===== config.mk =====
export PLATFORM = sky130hd
export DESIGN_NAME = register_file
export DESIGN_NICKNAME = d
export VERILOG_FILES = /design/src/rtl/regfile_pkg.sv /design/src/rtl/register_word.sv /design/src/rtl/register_file.sv
export SDC_FILE = /design/constraint.sdc
export NUM_CORES = 1
export LEC_CHECK = 0
export CAP_MARGIN = 15
export CORE_MARGIN = 1.5
export CORE_UTILIZATION = 40
export CTS_CLUSTER_DIAMETER = 80
export DETAILED_ROUTE_END_ITERATION = 7
export PLACE_DENSITY = 0.68
export SYNTH_ARGS = -nofsm -noshare
export SYNTH_HDL_FRONTEND = slang
export SYNTH_HIERARCHICAL = 1
export SYNTH_SLANG_ARGS = --single-unit

===== constraint.sdc =====
create_clock -name Clk -period 1.3 [get_ports Clk]
set_clock_uncertainty 0.05 [all_clocks]
set_input_delay 0.26 -clock Clk [delete_from_list [all_inputs] [get_ports Clk]]
set_output_delay 0.26 -clock Clk [all_outputs]
set_load 0.005 [all_outputs]

===== src/rtl/regfile_pkg.sv =====
// Shared constants and types for the register file.
// Optional feature macro: REGFILE_BYPASS_EN (write-to-read forwarding).
package regfile_pkg;

   localparam int DATA_W   = 16;
   localparam int ADDR_W   = 3;
   localparam int NUM_REGS = 2 ** ADDR_W;

   typedef logic [ADDR_W-1:0] reg_addr_t;
   typedef logic [DATA_W-1:0] reg_data_t;

endpackage


===== src/rtl/register_word.sv =====
// One storage word of the register file: an enabled register with
// asynchronous active-high clear.
module register_word
   import regfile_pkg::*;
#(
   parameter int W = DATA_W
) (
   input  logic         i_clk,
   input  logic         i_rst,
   input  logic         i_en,
   input  logic [W-1:0] i_d,
   output logic [W-1:0] o_q
);

   logic [W-1:0] r_q;

   // Clear on reset, otherwise capture the data when enabled.
   always_ff @(posedge i_clk or posedge i_rst) begin
      if (i_rst) begin
         r_q <= '0;
      end else if (i_en) begin
         r_q <= i_d;
      end
   end

   assign o_q = r_q;

endmodule


===== src/rtl/register_file.sv =====
// Register file: 2**ADDR_W words, one write port, two combinational read
// ports. R0 is hardwired to zero and has no storage.
// Optional feature macro: REGFILE_BYPASS_EN -- when defined, a pending
// write (WE=1, Rst=0, WAddr!=0) is forwarded to any read port addressing
// the same register before the clock edge. When undefined, a read of the
// register being written returns the old value until the edge.
module register_file
   import regfile_pkg::*;
#(
   parameter int DATA_W = regfile_pkg::DATA_W,
   parameter int ADDR_W = regfile_pkg::ADDR_W
) (
   input  logic              Clk,
   input  logic              Rst,
   input  logic              WE,
   input  logic [ADDR_W-1:0] WAddr,
   input  logic [DATA_W-1:0] WData,
   input  logic [ADDR_W-1:0] RAddrA,
   input  logic [ADDR_W-1:0] RAddrB,
   output logic [DATA_W-1:0] RDataA,
   output logic [DATA_W-1:0] RDataB
);

   localparam int N_REGS = 2 ** ADDR_W;

   logic [N_REGS-1:0]             w_wr_en;
   logic [N_REGS-1:0][DATA_W-1:0] w_regs;
   logic [DATA_W-1:0]             w_rdata_a;
   logic [DATA_W-1:0]             w_rdata_b;

   // One-hot write decode; R0 never gets an enable and reset blocks writes.
   always_comb begin
      w_wr_en = '0;
      for (int i = 1; i < N_REGS; i++) begin
         w_wr_en[i] = WE && !Rst && (WAddr == ADDR_W'(i));
      end
   end

   // R0 reads as constant zero.
   assign w_regs[0] = '0;

   // Storage for R1..R(N-1).
   for (genvar g = 1; g < N_REGS; g++) begin : g_word
      register_word #(
         .W (DATA_W)
      ) u_word (
         .i_clk (Clk),
         .i_rst (Rst),
         .i_en  (w_wr_en[g]),
         .i_d   (WData),
         .o_q   (w_regs[g])
      );
   end

   // Read port A mux, with optional forwarding of the pending write.
   always_comb begin
      w_rdata_a = w_regs[RAddrA];
`ifdef REGFILE_BYPASS_EN
      if (WE && !Rst && (WAddr != '0) && (WAddr == RAddrA)) begin
         w_rdata_a = WData;
      end
`endif
   end

   // Read port B mux, with optional forwarding of the pending write.
   always_comb begin
      w_rdata_b = w_regs[RAddrB];
`ifdef REGFILE_BYPASS_EN
      if (WE && !Rst && (WAddr != '0) && (WAddr == RAddrB)) begin
         w_rdata_b = WData;
      end
`endif
   end

   assign RDataA = w_rdata_a;
   assign RDataB = w_rdata_b;

endmodule


==> impl_metrics.json <==
{
  "grtUsageMet2_pct": 39.0,
  "fp-row-count": 46,
  "fin_crit_sh_pct": 145,
  "start_util_pct": 41.5,
  "violations": "negative setup slack",
  "r2r-start": "g_word[2].u_word/o_q[6]",
  "hold_path.class": "register to register",
  "worstSetupPathType": "register to output port",
  "p_int_uw": 8480,
  "pwr-share-seq_pct": 40.3,
  "hold_end": "g_word[4].u_word/o_q[0]",
  "grt-busiest-layer": "met2",
  "crit_chain": "mux2_4, a221oi_4, a311oi_2, buf_2",
  "yosys-top-cells-area": "dfrtp_1 42%, mux2_4 16%, mux2_2 11%, mux2i_1 7.2%, a221oi_1 4.9%",
  "final_cell_mix": "123 x buf_4, 112 x dfrtp_1, 107 x mux2_4",
  "r2r_cells": 4,
  "numClockSinks": 112,
  "syn-num-nets": 499,
  "crit_required_ns": 0.99,
  "r2r_setup_slack_ns": 0.13,
  "largest_reg_flops": 112,
  "r2r-end": "g_word[2].u_word/o_q[6]",
  "synthDistinctLibCells": 28,
  "crit_arrival_ns": 1.57,
  "synth_edf_count": 0,
  "post-route-drc-count": 0,
  "root_buffer": "clkbuf_16",
  "die_x_um": 132,
  "insertion_delay_ns": 0.35,
  "portBuffers": 59,
  "rsz0062_at_grt": "true",
  "htree_num_levels": 3,
  "ys_warn_count": 6,
  "setup_violations": 32,
  "max-slew-margin-rel_pct": 75.6,
  "drt-total-wl_um": 20700,
  "yosysTopAreaCellShare_pct": 42.1,
  "synth-seq-cells": 112,
  "final-hold-violation-count": 0,
  "grt_pass1_wl_um": 32100,
  "p_sw_uw": 3720,
  "use_met3_pct": 4.84,
  "grt.overflow.total": 0,
  "diodes": 0,
  "grt_max_degree": 33,
  "dp_hpwl_um": 13300,
  "place.gp.congestion": 0.803,
  "cp_max_fo": 2,
  "die_h_um": 132,
  "synth_ff_type": "dfrtp_1",
  "cts_buffer_depth": 2,
  "firstDrtPassIters": 4,
  "syn_area_um2": 6660,
  "power_uw": 12200,
  "clk_pin_slew_ns": 0.07,
  "fmax_ghz": 0.531,
  "static-leakage-power_uw": 0.00417,
  "fin_tns_setup_ns": -16.77,
  "hold_slack_ns": 0.483,
  "dieArea_um2": 17400,
  "crit_path_end_kind": "output port",
  "cts_buffers": 9,
  "critPathLaunchType": "register",
  "hold_path_startpoint": "g_word[4].u_word/o_q[0]",
  "ir_worst_vdd_mv": 0.759,
  "status": "finished, violations left",
  "avgSynthCellArea_um2": 14.1,
  "post-route-min-period_ns": 1.88,
  "yosys.area.top_type": "dfrtp_1",
  "drtAntennaViolNets": 0,
  "layout-drive-gt1-share_pct": 65.8,
  "drv_slew": 0,
  "tightest_slew_ns": 0.364,
  "syn_inst": 471,
  "p_per_area_nw_per_um2": 1310,
  "final_nets": 672,
  "num_vias": 4830,
  "drv_cap": 0,
  "vias_per_cell": 5.58,
  "final_common_cell": "buf_4",
  "clockPowerShare_pct": 21.9,
  "antenna_found_initial": 0,
  "switching_share_pct": 30.5,
  "grtUsageMet1_pct": 33.0,
  "coreArea_um2": 16100,
  "grt_usage_pct": 24.1,
  "hold_depth": 1,
  "crit_slowest_cell": "dfrtp_1",
  "dp_slack_ns": -1.38,
  "worst_slack_ns": -0.583,
  "nFillCells": 1238,
  "post_drt_wl_per_cell_um": 23.9,
  "ys_async_sr_fraction_pct": 100,
  "ys_seq_area_share_pct": 42.1,
  "comb_power_share_pct": 37.8,
  "cts_tree": "yes",
  "ios": 60,
  "syn2layout_area_growth_pct": 39.4,
  "cp_slowest_stage_delay_ns": 0.40,
  "drt_iter0_markers": 236,
  "grt_pass1_vias": 5304
}
Yosys cell counts, types with 2 or more instances:
master    instances
clkbuf_1          5
buf_2             7
buf_4             6
a311oi_1         15
buf_6            18
nor2b_1          18
nand2b_1          3
nor2_1            6
a221oi_1         37
mux2_2           66
a211oi_1         15
inv_1             7
dfrtp_1         112
a221oi_2         11
mux2i_1          48
buf_8             2
mux2_1            5
buf_12            8
mux2_4           73
power groups by stage:
| stage | sequential, uW | clock (uW) | combinational (uW) |
|---|---|---|---|
| floorplan | 4840 | 0 | 2410 |
| global placement | 4890 | 0 | 3960 |
| detailed placement | 4950 | 0 | 4060 |
| CTS | 4890 | 2720 | 4430 |
| global route | 5020 | 2850 | 4900 |
| finish | 4920 | 2670 | 4610 |
cell families (layout without fill, tap and decap cells):
kind of cell | after synthesis | after routing | share of synthesized area [%]
AND/OR/NAND/NOR | 33 | 33 | 2.99
buffers and inverters | 54 | 232 | 7.85
multiplexers | 192 | 192 | 35.7
AO/OA/AOI/OAI | 80 | 80 | 11.4
flip-flops | 112 | 112 | 42.1
worst max-delay path by stage:
stage	cells past startpoint	slack [ns]	startpoint	end
6_report	4	-0.58	g_word[2].u_word/o_q[14]	RDataA[14]
2_1_floorplan	5	-0.19	Rst	g_word[1].u_word/o_q[10]
3_3_place_gp	5	-1.35	RAddrB[0]	RDataB[4]
4_1_cts	4	-0.58	g_word[3].u_word/o_q[14]	RDataA[14]
5_1_grt	4	-0.64	g_word[3].u_word/o_q[14]	RDataA[14]
3_5_place_dp	5	-1.38	RAddrB[2]	RDataB[12]
worst max-delay path: cells and delay by family, from the launching register on:
family / cells / cell delay (ns)
AO/OA/AOI/OAI: 2 / 0.37
buffers and inverters: 1 / 0.15
flip-flops: 1 / 0.40
multiplexers: 1 / 0.29
per-stage QoR:
stage | std cells | instance area, um2 | utilization (%)
after CTS | 858 | 9030 | 56.3
after floorplan | 471 | 6970 | -
after global placement | 825 | 8410 | 52.4
after detailed placement | 825 | 8410 | 52.4
after global routing | 865 | 9290 | 57.8
final | 865 | 9290 | 57.8
per-layer routing:
metal	wire length [um]	vias up	share of wire, %
li1	-	2160	-
met1	9350	2516	45
met2	10100	133	49
met3	940	21	4.5
met4	277	0	1.3
met5	0	-	0
final cells by class:
class                   count  area [um2]  area share, %
repair buffers            209        1820           19.6
inverters                   7        26.3          0.283
well taps                 216         270           2.91
flip-flops and latches    112        2800           30.2
clock inverters             5        32.5          0.350
multi-input cells         305        4090           44.1
clock buffers              11         243           2.61
timing repair:
action | in CTS | in global routing
setup buffers | 15 | 7
endpoints found under the hold margin | 15 | 0
gates resized for setup | 205 | 30
pin swaps | 33 | 32
hold buffers | 1 | 0
setup endpoints to repair | 144 | 48
gates cloned | 1 | 2
Note: power is estimated with default switching activity, not from simulation.
